==> src/rtl/mem_wb_stage_if.sv <==
// -----------------------------------------------------------------------------
// mem_wb_stage_if
// Purpose : bundles the instruction/memory request side and the register-file
//           writeback side of the memory-to-writeback pipeline stage.
// Signals :
//   in_valid/in_wb_en/in_is_load/in_ld_type/in_rd : instruction at the memory
//                                                   request cycle
//   flush                                         : kill input and M2 instr
//   mem_rd_data_l/h                               : registered memory bytes
//   wb_en/wb_rd/wb_data                           : register-file write port
// Modports:
//   master : pipeline/memory driver side (drives request, observes writeback)
//   slave  : the stage itself (consumes request, drives writeback)
// -----------------------------------------------------------------------------
interface mem_wb_stage_if #(
  parameter int REG_AW = 3,
  parameter int DW     = 16
) ();

  logic              in_valid;
  logic              in_wb_en;
  logic              in_is_load;
  logic [1:0]        in_ld_type;
  logic [REG_AW-1:0] in_rd;
  logic              flush;
  logic [7:0]        mem_rd_data_l;
  logic [7:0]        mem_rd_data_h;
  logic              wb_en;
  logic [REG_AW-1:0] wb_rd;
  logic [DW-1:0]     wb_data;

  modport master (
    output in_valid, in_wb_en, in_is_load, in_ld_type, in_rd, flush,
           mem_rd_data_l, mem_rd_data_h,
    input  wb_en, wb_rd, wb_data
  );

  modport slave (
    input  in_valid, in_wb_en, in_is_load, in_ld_type, in_rd, flush,
           mem_rd_data_l, mem_rd_data_h,
    output wb_en, wb_rd, wb_data
  );

endinterface

==> src/rtl/mem_wb_stage.sv <==
// -----------------------------------------------------------------------------
// mem_wb_stage
// Purpose : stage directly after the data memory. Delays the instruction's
//           control fields by one cycle (M2) to line up with the registered
//           memory output, extracts load data (word / signed byte / unsigned
//           byte / high byte), registers the register-file write, and provides
//           M2 forwarding, load-use stall detection and retire counters.
// Ports   :
//   clk, reset      : clock, asynchronous active-low reset
//   bus (slave)     : request fields, flush, memory bytes, writeback port
//   id_rs1/id_rs2   : decode-stage source registers
//   id_rs_use       : bit0 rs1 used, bit1 rs2 used
//   fwd_m2_valid/rd/data : forwardable non-load result sitting in M2
//   load_use_stall  : decode must stall one cycle
//   retire_cnt      : instructions written back
//   load_cnt        : loads written back
// -----------------------------------------------------------------------------
module mem_wb_stage #(
  parameter int REG_AW = 3,
  parameter int DW     = 16,
  parameter int CNT_W  = 16
) (
  input  logic              clk,
  input  logic              reset,
  mem_wb_stage_if.slave     bus,
  input  logic [REG_AW-1:0] id_rs1,
  input  logic [REG_AW-1:0] id_rs2,
  input  logic [1:0]        id_rs_use,
  output logic              fwd_m2_valid,
  output logic [REG_AW-1:0] fwd_m2_rd,
  output logic [DW-1:0]     fwd_m2_data,
  output logic              load_use_stall,
  output logic [CNT_W-1:0]  retire_cnt,
  output logic [CNT_W-1:0]  load_cnt
);

  localparam logic [1:0] LD_WORD  = 2'b00;
  localparam logic [1:0] LD_SBYTE = 2'b01;
  localparam logic [1:0] LD_UBYTE = 2'b10;
  localparam logic [1:0] LD_HBYTE = 2'b11;

  logic              m2_valid_q, m2_valid_d;
  logic              m2_wb_en_q;
  logic              m2_is_load_q;
  logic [1:0]        m2_ld_type_q;
  logic [REG_AW-1:0] m2_rd_q;
  logic              wb_en_q, wb_en_d;
  logic [REG_AW-1:0] wb_rd_q, wb_rd_d;
  logic [DW-1:0]     wb_data_q, wb_data_d;
  logic [CNT_W-1:0]  retire_cnt_q, retire_cnt_d;
  logic [CNT_W-1:0]  load_cnt_q, load_cnt_d;
  logic [DW-1:0]     aligned;
  logic              in_hazard, m2_hazard;

  // True when rd is a source register that decode actually uses.
  function automatic logic usesReg(input logic [REG_AW-1:0] rd,
                                   input logic [REG_AW-1:0] rs1,
                                   input logic [REG_AW-1:0] rs2,
                                   input logic [1:0]        use_mask);
    return (use_mask[0] && (rs1 == rd)) || (use_mask[1] && (rs2 == rd));
  endfunction

  // Load extraction; non-loads pass the full two-lane word untouched.
  always_comb begin
    aligned = {bus.mem_rd_data_h, bus.mem_rd_data_l};
    if (m2_is_load_q) begin
      case (m2_ld_type_q)
        LD_WORD:  aligned = {bus.mem_rd_data_h, bus.mem_rd_data_l};
        LD_SBYTE: aligned = {{8{bus.mem_rd_data_l[7]}}, bus.mem_rd_data_l};
        LD_UBYTE: aligned = {8'h00, bus.mem_rd_data_l};
        LD_HBYTE: aligned = {8'h00, bus.mem_rd_data_h};
        default:  aligned = {bus.mem_rd_data_h, bus.mem_rd_data_l};
      endcase
    end
  end

  // Next-state: flush kills both the incoming and the M2 instruction. The
  // counters advance at the same edge the write enters WB, so they already
  // include the instruction currently shown on the write port.
  always_comb begin
    m2_valid_d   = bus.in_valid & ~bus.flush;
    wb_en_d      = m2_valid_q & m2_wb_en_q & ~bus.flush;
    wb_rd_d      = wb_en_d ? m2_rd_q : wb_rd_q;
    wb_data_d    = wb_en_d ? aligned : wb_data_q;
    retire_cnt_d = retire_cnt_q + CNT_W'(wb_en_d);
    load_cnt_d   = load_cnt_q + CNT_W'(wb_en_d & m2_is_load_q);
  end

  // M2 and WB registers plus counters; reset discards everything in flight.
  always_ff @(posedge clk or negedge reset) begin
    if (!reset) begin
      m2_valid_q   <= 1'b0;
      m2_wb_en_q   <= 1'b0;
      m2_is_load_q <= 1'b0;
      m2_ld_type_q <= 2'b00;
      m2_rd_q      <= '0;
      wb_en_q      <= 1'b0;
      wb_rd_q      <= '0;
      wb_data_q    <= '0;
      retire_cnt_q <= '0;
      load_cnt_q   <= '0;
    end else begin
      m2_valid_q   <= m2_valid_d;
      m2_wb_en_q   <= bus.in_wb_en;
      m2_is_load_q <= bus.in_is_load;
      m2_ld_type_q <= bus.in_ld_type;
      m2_rd_q      <= bus.in_rd;
      wb_en_q      <= wb_en_d;
      wb_rd_q      <= wb_rd_d;
      wb_data_q    <= wb_data_d;
      retire_cnt_q <= retire_cnt_d;
      load_cnt_q   <= load_cnt_d;
    end
  end

  // Load-use: a pending load (at the input or in M2) whose result decode needs.
  // Gated by reset so the input-side path is quiet while held in reset.
  always_comb begin
    in_hazard      = bus.in_valid & bus.in_wb_en & bus.in_is_load &
                     usesReg(bus.in_rd, id_rs1, id_rs2, id_rs_use);
    m2_hazard      = m2_valid_q & m2_wb_en_q & m2_is_load_q &
                     usesReg(m2_rd_q, id_rs1, id_rs2, id_rs_use);
    load_use_stall = reset & ~bus.flush & (in_hazard | m2_hazard);
  end

  assign fwd_m2_valid = m2_valid_q & m2_wb_en_q & ~m2_is_load_q & ~bus.flush;
  assign fwd_m2_rd    = m2_rd_q;
  assign fwd_m2_data  = aligned;

  assign bus.wb_en   = wb_en_q;
  assign bus.wb_rd   = wb_rd_q;
  assign bus.wb_data = wb_data_q;
  assign retire_cnt  = retire_cnt_q;
  assign load_cnt    = load_cnt_q;

endmodule

==> src/flat_wrapper.sv <==
// flat-port wrapper written by rule: the top's interface ports become plain ports
module mem_wb_stage_flat 
#(
  parameter int REG_AW = 3,
  parameter int DW     = 16,
  parameter int CNT_W  = 16
)
  (clk, reset, id_rs1, id_rs2, id_rs_use, fwd_m2_valid, fwd_m2_rd, fwd_m2_data, load_use_stall, retire_cnt, load_cnt, bus_in_valid, bus_in_wb_en, bus_in_is_load, bus_in_ld_type, bus_in_rd, bus_flush, bus_mem_rd_data_l, bus_mem_rd_data_h, bus_wb_en, bus_wb_rd, bus_wb_data);
  mem_wb_stage_if #(.REG_AW(REG_AW), .DW(DW)) bus_i ();
  input  logic clk;
  input  logic reset;
  input  logic [REG_AW-1:0] id_rs1;
  input  logic [REG_AW-1:0] id_rs2;
  input  logic [1:0] id_rs_use;
  output logic fwd_m2_valid;
  output logic [REG_AW-1:0] fwd_m2_rd;
  output logic [DW-1:0] fwd_m2_data;
  output logic load_use_stall;
  output logic [CNT_W-1:0] retire_cnt;
  output logic [CNT_W-1:0] load_cnt;
  input wire logic [$bits(bus_i.in_valid)-1:0] bus_in_valid;
  input wire logic [$bits(bus_i.in_wb_en)-1:0] bus_in_wb_en;
  input wire logic [$bits(bus_i.in_is_load)-1:0] bus_in_is_load;
  input wire logic [$bits(bus_i.in_ld_type)-1:0] bus_in_ld_type;
  input wire logic [$bits(bus_i.in_rd)-1:0] bus_in_rd;
  input wire logic [$bits(bus_i.flush)-1:0] bus_flush;
  input wire logic [$bits(bus_i.mem_rd_data_l)-1:0] bus_mem_rd_data_l;
  input wire logic [$bits(bus_i.mem_rd_data_h)-1:0] bus_mem_rd_data_h;
  output wire logic [$bits(bus_i.wb_en)-1:0] bus_wb_en;
  output wire logic [$bits(bus_i.wb_rd)-1:0] bus_wb_rd;
  output wire logic [$bits(bus_i.wb_data)-1:0] bus_wb_data;
  assign bus_i.in_valid = bus_in_valid;
  assign bus_i.in_wb_en = bus_in_wb_en;
  assign bus_i.in_is_load = bus_in_is_load;
  assign bus_i.in_ld_type = bus_in_ld_type;
  assign bus_i.in_rd = bus_in_rd;
  assign bus_i.flush = bus_flush;
  assign bus_i.mem_rd_data_l = bus_mem_rd_data_l;
  assign bus_i.mem_rd_data_h = bus_mem_rd_data_h;
  assign bus_wb_en = bus_i.wb_en;
  assign bus_wb_rd = bus_i.wb_rd;
  assign bus_wb_data = bus_i.wb_data;
  mem_wb_stage #(.REG_AW(REG_AW), .DW(DW), .CNT_W(CNT_W)) u_core (.clk(clk), .reset(reset), .bus(bus_i), .id_rs1(id_rs1), .id_rs2(id_rs2), .id_rs_use(id_rs_use), .fwd_m2_valid(fwd_m2_valid), .fwd_m2_rd(fwd_m2_rd), .fwd_m2_data(fwd_m2_data), .load_use_stall(load_use_stall), .retire_cnt(retire_cnt), .load_cnt(load_cnt));
endmodule
==> config.mk <==
export PLATFORM = sky130hd
export DESIGN_NAME = mem_wb_stage_flat
export DESIGN_NICKNAME = d
export VERILOG_FILES = /design/src/rtl/mem_wb_stage_if.sv /design/src/rtl/mem_wb_stage.sv /design/src/flat_wrapper.sv
export SDC_FILE = /design/constraint.sdc
export NUM_CORES = 1
export LEC_CHECK = 0
export CAP_MARGIN = 30
export CORE_ASPECT_RATIO = 1.2
export CORE_MARGIN = 2
export CORE_UTILIZATION = 35
export CTS_CLUSTER_DIAMETER = 30
export DETAILED_ROUTE_END_ITERATION = 10
export GPL_ROUTABILITY_DRIVEN = 0
export PLACE_DENSITY = 0.69
export SLEW_MARGIN = 20
export SYNTH_ARGS = -nofsm -noshare
export SYNTH_HDL_FRONTEND = slang
export SYNTH_SLANG_ARGS = --single-unit
==> constraint.sdc <==
create_clock -name clk -period 2 [get_ports clk]
set_input_delay 0.2 -clock clk [delete_from_list [all_inputs] [get_ports clk]]
set_output_delay 0.2 -clock clk [all_outputs]
set_load 0.02 [all_outputs]
# Word-level counts from Yosys, hierarchy flattened
# Index checks and enable logic that the tools add are counted.
dict set report totals {
  word_cells 44
  mem_bits_rw 0
  mem_count 0
  latchBits 0
  romBits 0
  reg_bits 60
  inputBits 35
}
dict set report op_classes {
  div 0
  mul 0
  eq_ne 7
  n_shift 0
  addsub 2
  n_reduce_logical 7
  n_bitwise 16
  mux 2
  magnitude_cmp 0
}
# op n
set op_table {}
lappend op_table {{$pmux 16 s4} 1}
lappend op_table {{$add 16x1->16} 1}
lappend op_table {{$add 16x16->16} 1}
lappend op_table {{$mux 16} 1}
lappend op_table {{$and 1x1->1} 13}
lappend op_table {{$eq 3x3->1} 4}
lappend op_table {{$eq 2x2->1 const B} 2}
lappend op_table {{$logic_and 1x1->1} 4}
lappend op_table {{$eq 2x1->1 const B} 1}
lappend op_table {{$logic_not 2->1} 1}
lappend op_table {{$logic_or 1x1->1} 2}
lappend op_table {{$not 1->1} 2}
lappend op_table {{$or 1x1->1} 1}

# Longest topological paths before layout
# Gate-level depths: netlist of the first run.
dict set report depth {
  word_depth 6
  ltp_mapped 11
  ltp_nobuf 10
}

# Worst setup path before layout of the first run
# No wires, ideal clock.
dict set report synth_timing {
  path_type {register to register}
  startpoint {register u_core.m2_valid_q}
  endpoint {register u_core.retire_cnt_q[12] (netlist: u_core.retire_cnt[12])}
  t_arrival_ps 2135
  setup_slack_ps -215
  setup_ps 80
  synth_period_minus_slack_ps 2215
  required_ps 1920
  path_stages_with_launch 12
  path_cell_list {dfrtp_1 nand2_1 or2_2 inv_1 buf_2 buf_2 ha_1 ha_1 inv_1 nor4_2 and2_1 xor2_1}
}
dict set report synth_via {
  elab_chain_len 3
}
# item line
set synth_rtl {}
lappend synth_rtl {{from (decl)} mem_wb_stage.sv:42} ;# logic m2_valid_q, m2_valid_d;
lappend synth_rtl {{from (signal assigned)} mem_wb_stage.sv:103} ;# m2_valid_q <= m2_valid_d;
lappend synth_rtl {{$and 1x1->1 (2 in a row)} mem_wb_stage.sv:82} ;# wb_en_d = m2_valid_q & m2_wb_en_q & ~bus.flush;
lappend synth_rtl {{named net u_core.wb_en_d} mem_wb_stage.sv:47} ;# logic wb_en_q, wb_en_d;
lappend synth_rtl {{$add 16x1->16} mem_wb_stage.sv:85} ;# retire_cnt_d = retire_cnt_q + CNT_W'(wb_en_d);
lappend synth_rtl {{named net u_core.retire_cnt_d[12]} mem_wb_stage.sv:50} ;# logic [CNT_W-1:0] retire_cnt_q, retire_cnt_d;
lappend synth_rtl {{to (signal assigned)} mem_wb_stage.sv:111} ;# retire_cnt_q <= retire_cnt_d;
lappend synth_rtl {{to (decl)} mem_wb_stage.sv:50}
# The timed path passes the listed nets, and every way through them passes these cells.
# A chain may end at the register's enable or synchronous reset.

# Worst setup path after layout of the first run
dict set report layout_timing {
  startpoint {register u_core.m2_is_load_q}
  endpoint {output fwd_m2_data[12]}
}
dict set report layout_via {
  elab_chain_len 1
}
# item line
set layout_rtl {}
lappend layout_rtl {{from (decl)} mem_wb_stage.sv:44} ;# logic m2_is_load_q;
lappend layout_rtl {{from (signal assigned)} mem_wb_stage.sv:105} ;# m2_is_load_q <= bus.in_is_load;
lappend layout_rtl {{$mux 16} mem_wb_stage.sv:66} ;# if (m2_is_load_q) begin
lappend layout_rtl {{to (decl)} flat_wrapper.sv:17} ;# output logic [DW-1:0] fwd_m2_data;
# No other way between the ends.

==> impl_results.md, run 1 <==
* Root cell of the clock tree: clkbuf_8
* Most frequent CP cell: buf_4
* Initial antenna violation count at 0
* Initial core utilization at 36.3%
* Register area at 0.00150 sq mm
* Post-route DRC at 0
* DR pass1 iterations at 4
* # diodes at 0
* Final Max Slew Viols at 0
* Top_reg_cell synth: dfrtp_1
* Most frequent cells in the layout: clkdlybuf4s50_1, nand2_1, dfrtp_1
* Rows at 34
* Layout area overhead at 57.1%
* Distinct cells, synth at 28
* Status: finished, violations left
* Syn Nets at 282
* Worst r2r src: u_core.m2_valid_q$_DFF_PN0_
* CTS clk-pin slew, worst paths at 60 ps
* Met2 Use GR at 27.8%
* Largest family of logic cells by synthesized area: simple AND/OR/NAND/NOR gates
* Area of the multi-input gates at approximately 0.0012 sq mm
* M3 GR Usage at 4.98%
* HPWL after detailed placement at 4.99 mm
* Die height at a little under 100 um
* Slew headroom at between 40% and 50%
* Setup violators final at 1
* Synth Area in Simple Gates at ~21%
* CTS tree: built
* All-Layer GR Usage at 16.8%
* Fraction of the mapped netlist area in compound gates at under 10%
* Post-synthesis sequential area ratio at 56.9%
* Worst R2R Setup Slack at roughly 170 ps
* Post-synthesis mux area share at ~3.4%
* Die W at 83.3 um
* P_leak at 0.00198 uW
* Hold Crit Class: input pin to async pin
* Critical Path End Type: output pin
* PwrDens at 792 mW/mm^2
* CTS Buf Count at 9
* TNS Setup at -64.7 ps
* Vias in the first global route at about 2300
* Post-Synthesis Cells at 243
* DIE AREA at 0.00825 sq mm
* Core region area at 0.00727 sq mm
* RSZ-0062 raised after global routing: true
* Fin crit share at 103%
* Detailed Route WL at 6.69 mm
* Crit-path cells: buf_4 -> nand4b_1 -> buf_4 -> nand2_1 -> clkdlybuf4s50_1
* Most common cell after layout, fill and taps aside: clkdlybuf4s50_1
* Largest net degree at the start of global routing at 61
* Ys Warns at 0
* Post-place setup slack at -240 ps
* H-tree levels at 3
* #FFs+latches synth at 60
* Met1 global-route usage at 20.7%
* CTS max path bufs at 2
* Hold Fails Final Rpt at 0
* Crit path max-delay cell type: clkdlybuf4s50_1
* Setup CP Type: flop to output pin
* Hold_buf cts at 0
* DR vias at 2208
* Number of synthesized flops with an enable pin at 0
* Global-route wire length before repair at 11.1 mm
* Arr. time, crit path at 1860 ps
* Crit-path max FO at 4
* Syn Std Cell Area at 0.00264 sq mm
* Fin nets at 412
* Clk_skew at 5.34 ps
* Share of layout cells above drive strength 1 at 14.9%
* Final hold slack at 65.1 ps
* Slew @ Worst Pin at between 700 and 800 ps
* Minimum clock period at 2060 ps
* Worst Path Required at 1800 ps
* Synth Area in XOR/XNOR at 13.3%
* Worst r2r path cells at 10
* Max-Cap Viols at 0
* Async SR Flop Fraction at 100%
* Filler Cell Count at 652
* Failing checks: setup timing
* DRT antenna net count at 0
* Bufs and invs on worst path at 3
* Port Buffers at 107
* Post-layout util at 57.0%
* Total gr overflow at 0
* IO Pins at 108
* DR vias/cell at 4.73
* Mean post-synth cell area at 10.9 sq um
* WL/cell at 14.3 um
* Crit start category: flop
* Busiest grt layer: met2
* Slowest stage delay, CP at 620 ps
* VDD IR max at 0.426 mV
* Clock Sink Count at 60
* Max frequency at 0.484 GHz
* CP top delay family: buffers and inverters
* Reg-to-Reg End: u_core.load_cnt[10]$_DFF_PN0_
* 1st-iter DRT viols at 31
* Clock latency on the worst-skew pair at 330 ps
* PnR worst setup slack at -64.7 ps
* Adder-Cell Fraction of Synth Area at 1.90%
==> kinds of logic after synthesis <==
logic type,count (synthesis)
AND/OR/NAND/NOR,112
flip-flops,60
XOR/XNOR,40
AO/OA/AOI/OAI,11
buffers and inverters,8
multiplexers,8
adder cells (fa/ha/maj),4
==> worst max-delay path by stage <==
stage / start / endpoint / slack (ps) / cells after the start
floorplan: u_core.m2_valid_q$_DFF_PN0_ / u_core.retire_cnt[12]$_DFF_PN0_ / 40 / 11
global placement: bus_flush / u_core.load_cnt[10]$_DFF_PN0_ / -190 / 10
detailed placement: bus_flush / u_core.load_cnt[10]$_DFF_PN0_ / -240 / 10
CTS: u_core.m2_ld_type_q[1]$_DFF_PN0_ / fwd_m2_data[11] / -170 / 4
global route: u_core.m2_ld_type_q[1]$_DFF_PN0_ / fwd_m2_data[12] / -170 / 4
finish: u_core.m2_is_load_q$_DFF_PN0_ / fwd_m2_data[12] / -60 / 5
==> routing by layer <==
metal | part of all wire, % | wire [um] | vias to the layer above
met2 | 49 | 3240 | 77
met1 | 42 | 2820 | 1049
met4 | 1.7 | 111 | 0
met5 | 0 | 0 | -
met3 | 7.7 | 513 | 11
li1 | - | - | 1071
==> synth_stat cells, drive strengths merged (2+ instances only) <==
cell / count / area (sq um)
nand2: 61 / 229
dfrtp: 60 / 1500
xnor2: 29 / 254
nor2: 14 / 52.6
nand3: 13 / 65.1
xor2: 11 / 96.3
a31oi: 8 / 50.1
mux2: 8 / 90.1
nand4: 8 / 65.1
and3: 5 / 32.5
ha: 4 / 50.1
buf: 3 / 15.0
inv: 3 / 11.3
and2: 2 / 12.5
and4: 2 / 17.5
clkbuf: 2 / 7.51
nor3: 2 / 15.0
nor4: 2 / 33.8
==> where the power goes <==
group          switching [uW]  leakage (uW)  internal [uW]
Sequential                146      0.000768           1370
Clock                     442     0.0000800            437
Combinational             444       0.00113            446
Total                    1030       0.00198           2250
==> state kept, by name (all words and copies together), names as in the netlist <==
name                 flops
u_core.m2_valid_q        1
u_core.bus.wb_rd         3
u_core.m2_is_load_q      1
u_core.m2_wb_en_q        1
u_core.load_cnt         16
u_core.bus.wb_data      16
u_core.m2_ld_type_q      2
u_core.bus.wb_en         1
u_core.fwd_m2_rd         3
u_core.retire_cnt       16
==> layout make-up <==
type	instances	area share, %
Multi-Input combinational cell	175	27.9
Clock inverter	3	0.362
Clock buffer	12	3.26
Tap cell	90	2.72
Inverter	3	0.272
Timing Repair Buffer	124	29.2
Sequential cell	60	36.3
==> stage by stage <==
stage,power [uW],area (sq um),std cells
after detailed placement,2440,3960,452
after floorplan,1900,2670,243
after global placement,2430,3960,452
after global routing,3480,4150,467
after CTS,3340,4110,467
final,3280,4150,467
==> repair_timing <==
action	CTS	global route
setup buffers	0	0
resized for setup	12	15
pin swaps	0	2
hold endpoints to repair	0	0
endpoints found under the setup margin	18	14
No activity file was read; power rests on OpenSTA's default activity.
==> inputs of run 2 (changes only) <==
--- a/config.mk
+++ b/config.mk
@@ -11,2 +11,3 @@
 export CORE_UTILIZATION = 35
+export CTS_BUF_LIST = sky130_fd_sc_hd__clkbuf_4 sky130_fd_sc_hd__clkbuf_8
 export CTS_CLUSTER_DIAMETER = 30
==> constraint.sdc (replaced) <==
create_clock -name clk -period 2 [get_ports clk]
set_input_delay 0.5 -clock clk [delete_from_list [all_inputs] [get_ports clk]]
set_output_delay 0.5 -clock clk [all_outputs]
set_load 0.02 [all_outputs]
==> impl_results.md, run 2 (same netlist as run 1, synthesis figures left out) <==
* DR vias at 2294
* Vias in the first global route at 2359
* Largest net degree at the start of global routing at 33
* Minimum clock period at 1980 ps
* Most common cell after layout, fill and taps aside: clkdlybuf4s50_1
* Crit path max-delay cell type: dfrtp_1
* Register share of total power at slightly above 40%
* Core region area at roughly 0.0073 sq mm
* Area of the multi-input gates at 0.00121 sq mm
* Global-route wire length before repair at 11.0 mm
* Slowest stage delay, CP at 420 ps
* Hold Crit Class: input pin to async pin
* Max frequency at 0.504 GHz
* # diodes at 0
* Comb power frac at 25.7%
* CTS Buf Count at 9
* Final hold slack at 238 ps
* PnR worst setup slack at 17.0 ps
* CTS max path bufs at 2
* Post-layout util at between 60 and 70%
* Met1 global-route usage at roughly a fifth
* Hold_buf cts at 0
* Setup CP Type: flop to output pin
* Port Buffers at 107
* Crit-path max FO at 6
* Layout area overhead at 67.6%
* Fin nets at 433
* Most frequent cells in the layout: clkdlybuf4s50_1, dfrtp_1, nand2_1
* Worst R2R Setup Slack at 150 ps
* Die height at ~100 um
* Slew headroom at 73.1%
* Initial core utilization at a little over a third
* Fin crit share at between 90% and 100%
* Root cell of the clock tree: clkbuf_8
* VDD IR max at ~0.43 mV
* Switching part of the total at between 20% and 30%
* DIE AREA at 0.00825 sq mm
* Share of layout cells above drive strength 1 at 25.6%
* CTS clk-pin slew, worst paths at 70 ps
* IO Pins at about 110
* Net Sw Power at 1080 uW
* WL/cell at between 10 and 15 um
* Hold Fails Final Rpt at 0
* Clock Sink Count at 60
* Total gr overflow at 0
* Busiest grt layer: met2
* RSZ-0062 raised after global routing: true
* HPWL after detailed placement at 4.95 mm
* Clock latency on the worst-skew pair at 330 ps
* DR vias/cell at 4.69
* Clk_skew at 7.83 ps
* 1st-iter DRT viols at 71
* Die W at ~83 um
* Filler Cell Count at 609
* P_leak at about 0.0022 uW
* Max-Cap Viols at 0
* Setup violators final at 0
* Final Max Slew Viols at 0
* M3 GR Usage at 5.56%
* Post-place setup slack at -689 ps
* Critical Path End Type: output pin
* Initial antenna violation count at 0
* Arr. time, crit path at 1480 ps
* PwrDens at 829 mW/mm^2
* Int Power at 2590 uW
* Worst r2r path cells at 11
* Post-route DRC at 0
* Clock power share at 32.9%
* H-tree levels at 3
* All-Layer GR Usage at between 10% and 20%
* Crit-path cells: nand3_2 -> buf_12 -> mux2_2 -> buf_2
* Rows at 34
* DR pass1 iterations at 4
* Register area at ~0.0015 sq mm
* Status: completed
* Met2 Use GR at between 20% and 30%
* Detailed Route WL at 6.68 mm
* Slew @ Worst Pin at 404 ps
* Crit start category: flop
* CTS tree: built
* DRT antenna net count at 0
* Worst Path Required at 1500 ps
run 2: final timing paths:
check,from,end
worst max-delay path,u_core.m2_is_load_q$_DFF_PN0_,fwd_m2_data[7]
worst min-delay path,reset,u_core.load_cnt[10]$_DFF_PN0_
worst max register to register,u_core.m2_valid_q$_DFF_PN0_,u_core.load_cnt[10]$_DFF_PN0_
worst min register to register,u_core.bus.wb_data[0]$_DFFE_PN0N_,u_core.bus.wb_data[0]$_DFFE_PN0N_
max in group asynchronous,reset,u_core.bus.wb_data[1]$_DFFE_PN0N_
min in group clk,bus_in_rd[1],u_core.fwd_m2_rd[1]$_DFF_PN0_
run 2: layer usage:
layer  part of all wire, %  up-vias  wire (um)
met5                     0        -          0
met4                   1.6        0        107
met3                   7.8       10        518
met2                    49       78       3300
met1                    41     1093       2750
li1                      -     1113          -
run 2: cell type report:
| class | count | share of cell area [%] |
|---|---|---|
| sequential | 60 | 33.9 |
| clock inverter | 5 | 1.70 |
| tap | 90 | 2.55 |
| timing repair buffer | 145 | 30.9 |
| multi-input combinational | 175 | 27.4 |
| clock buffer | 11 | 3.28 |
| inverter | 3 | 0.255 |
run 2: power groups by stage:
stage          Combinational [uW]  Sequential [uW]  Clock (uW)
2_1_floorplan                 205             1700           0
3_3_place_gp                  925             1530           0
3_5_place_dp                  937             1530           0
4_1_cts                       921             1510        1240
5_1_grt                      1010             1540        1290
6_report                      942             1520        1210
run 2: metrics by stage:
step | std cells | power [uW] | area, sq um | setup TNS, ps
after global placement | 472 | 2450 | 4110 | -18310
after detailed placement | 472 | 2470 | 4110 | -18600
after floorplan | 243 | 1900 | 2680 | -24.9
after global routing | 489 | 3840 | 4420 | -258
final | 489 | 3670 | 4420 | 0
after CTS | 489 | 3670 | 4300 | 0
run 2: timing repair:
action | in CTS | in global routing
gates resized for setup | 106 | 39
endpoints found under the setup margin | 37 | 24
endpoints found under the hold margin | 0 | 0
pin swaps | 5 | 8
buffers inserted | 1 | 0
run 2: critical path, delay by kind of cell (launching register included):
family | cells | cell delay [ps]
flip-flops | 1 | 420
multiplexers | 1 | 340
buffers and inverters | 2 | 290
AND/OR/NAND/NOR | 1 | 110
==> inputs of run 3 (changes only) <==
Settings changed: CAP_MARGIN 30 to unset.
==> results of run 3 <==
The final DEF is identical to that of run 2; final timing and power are the same.
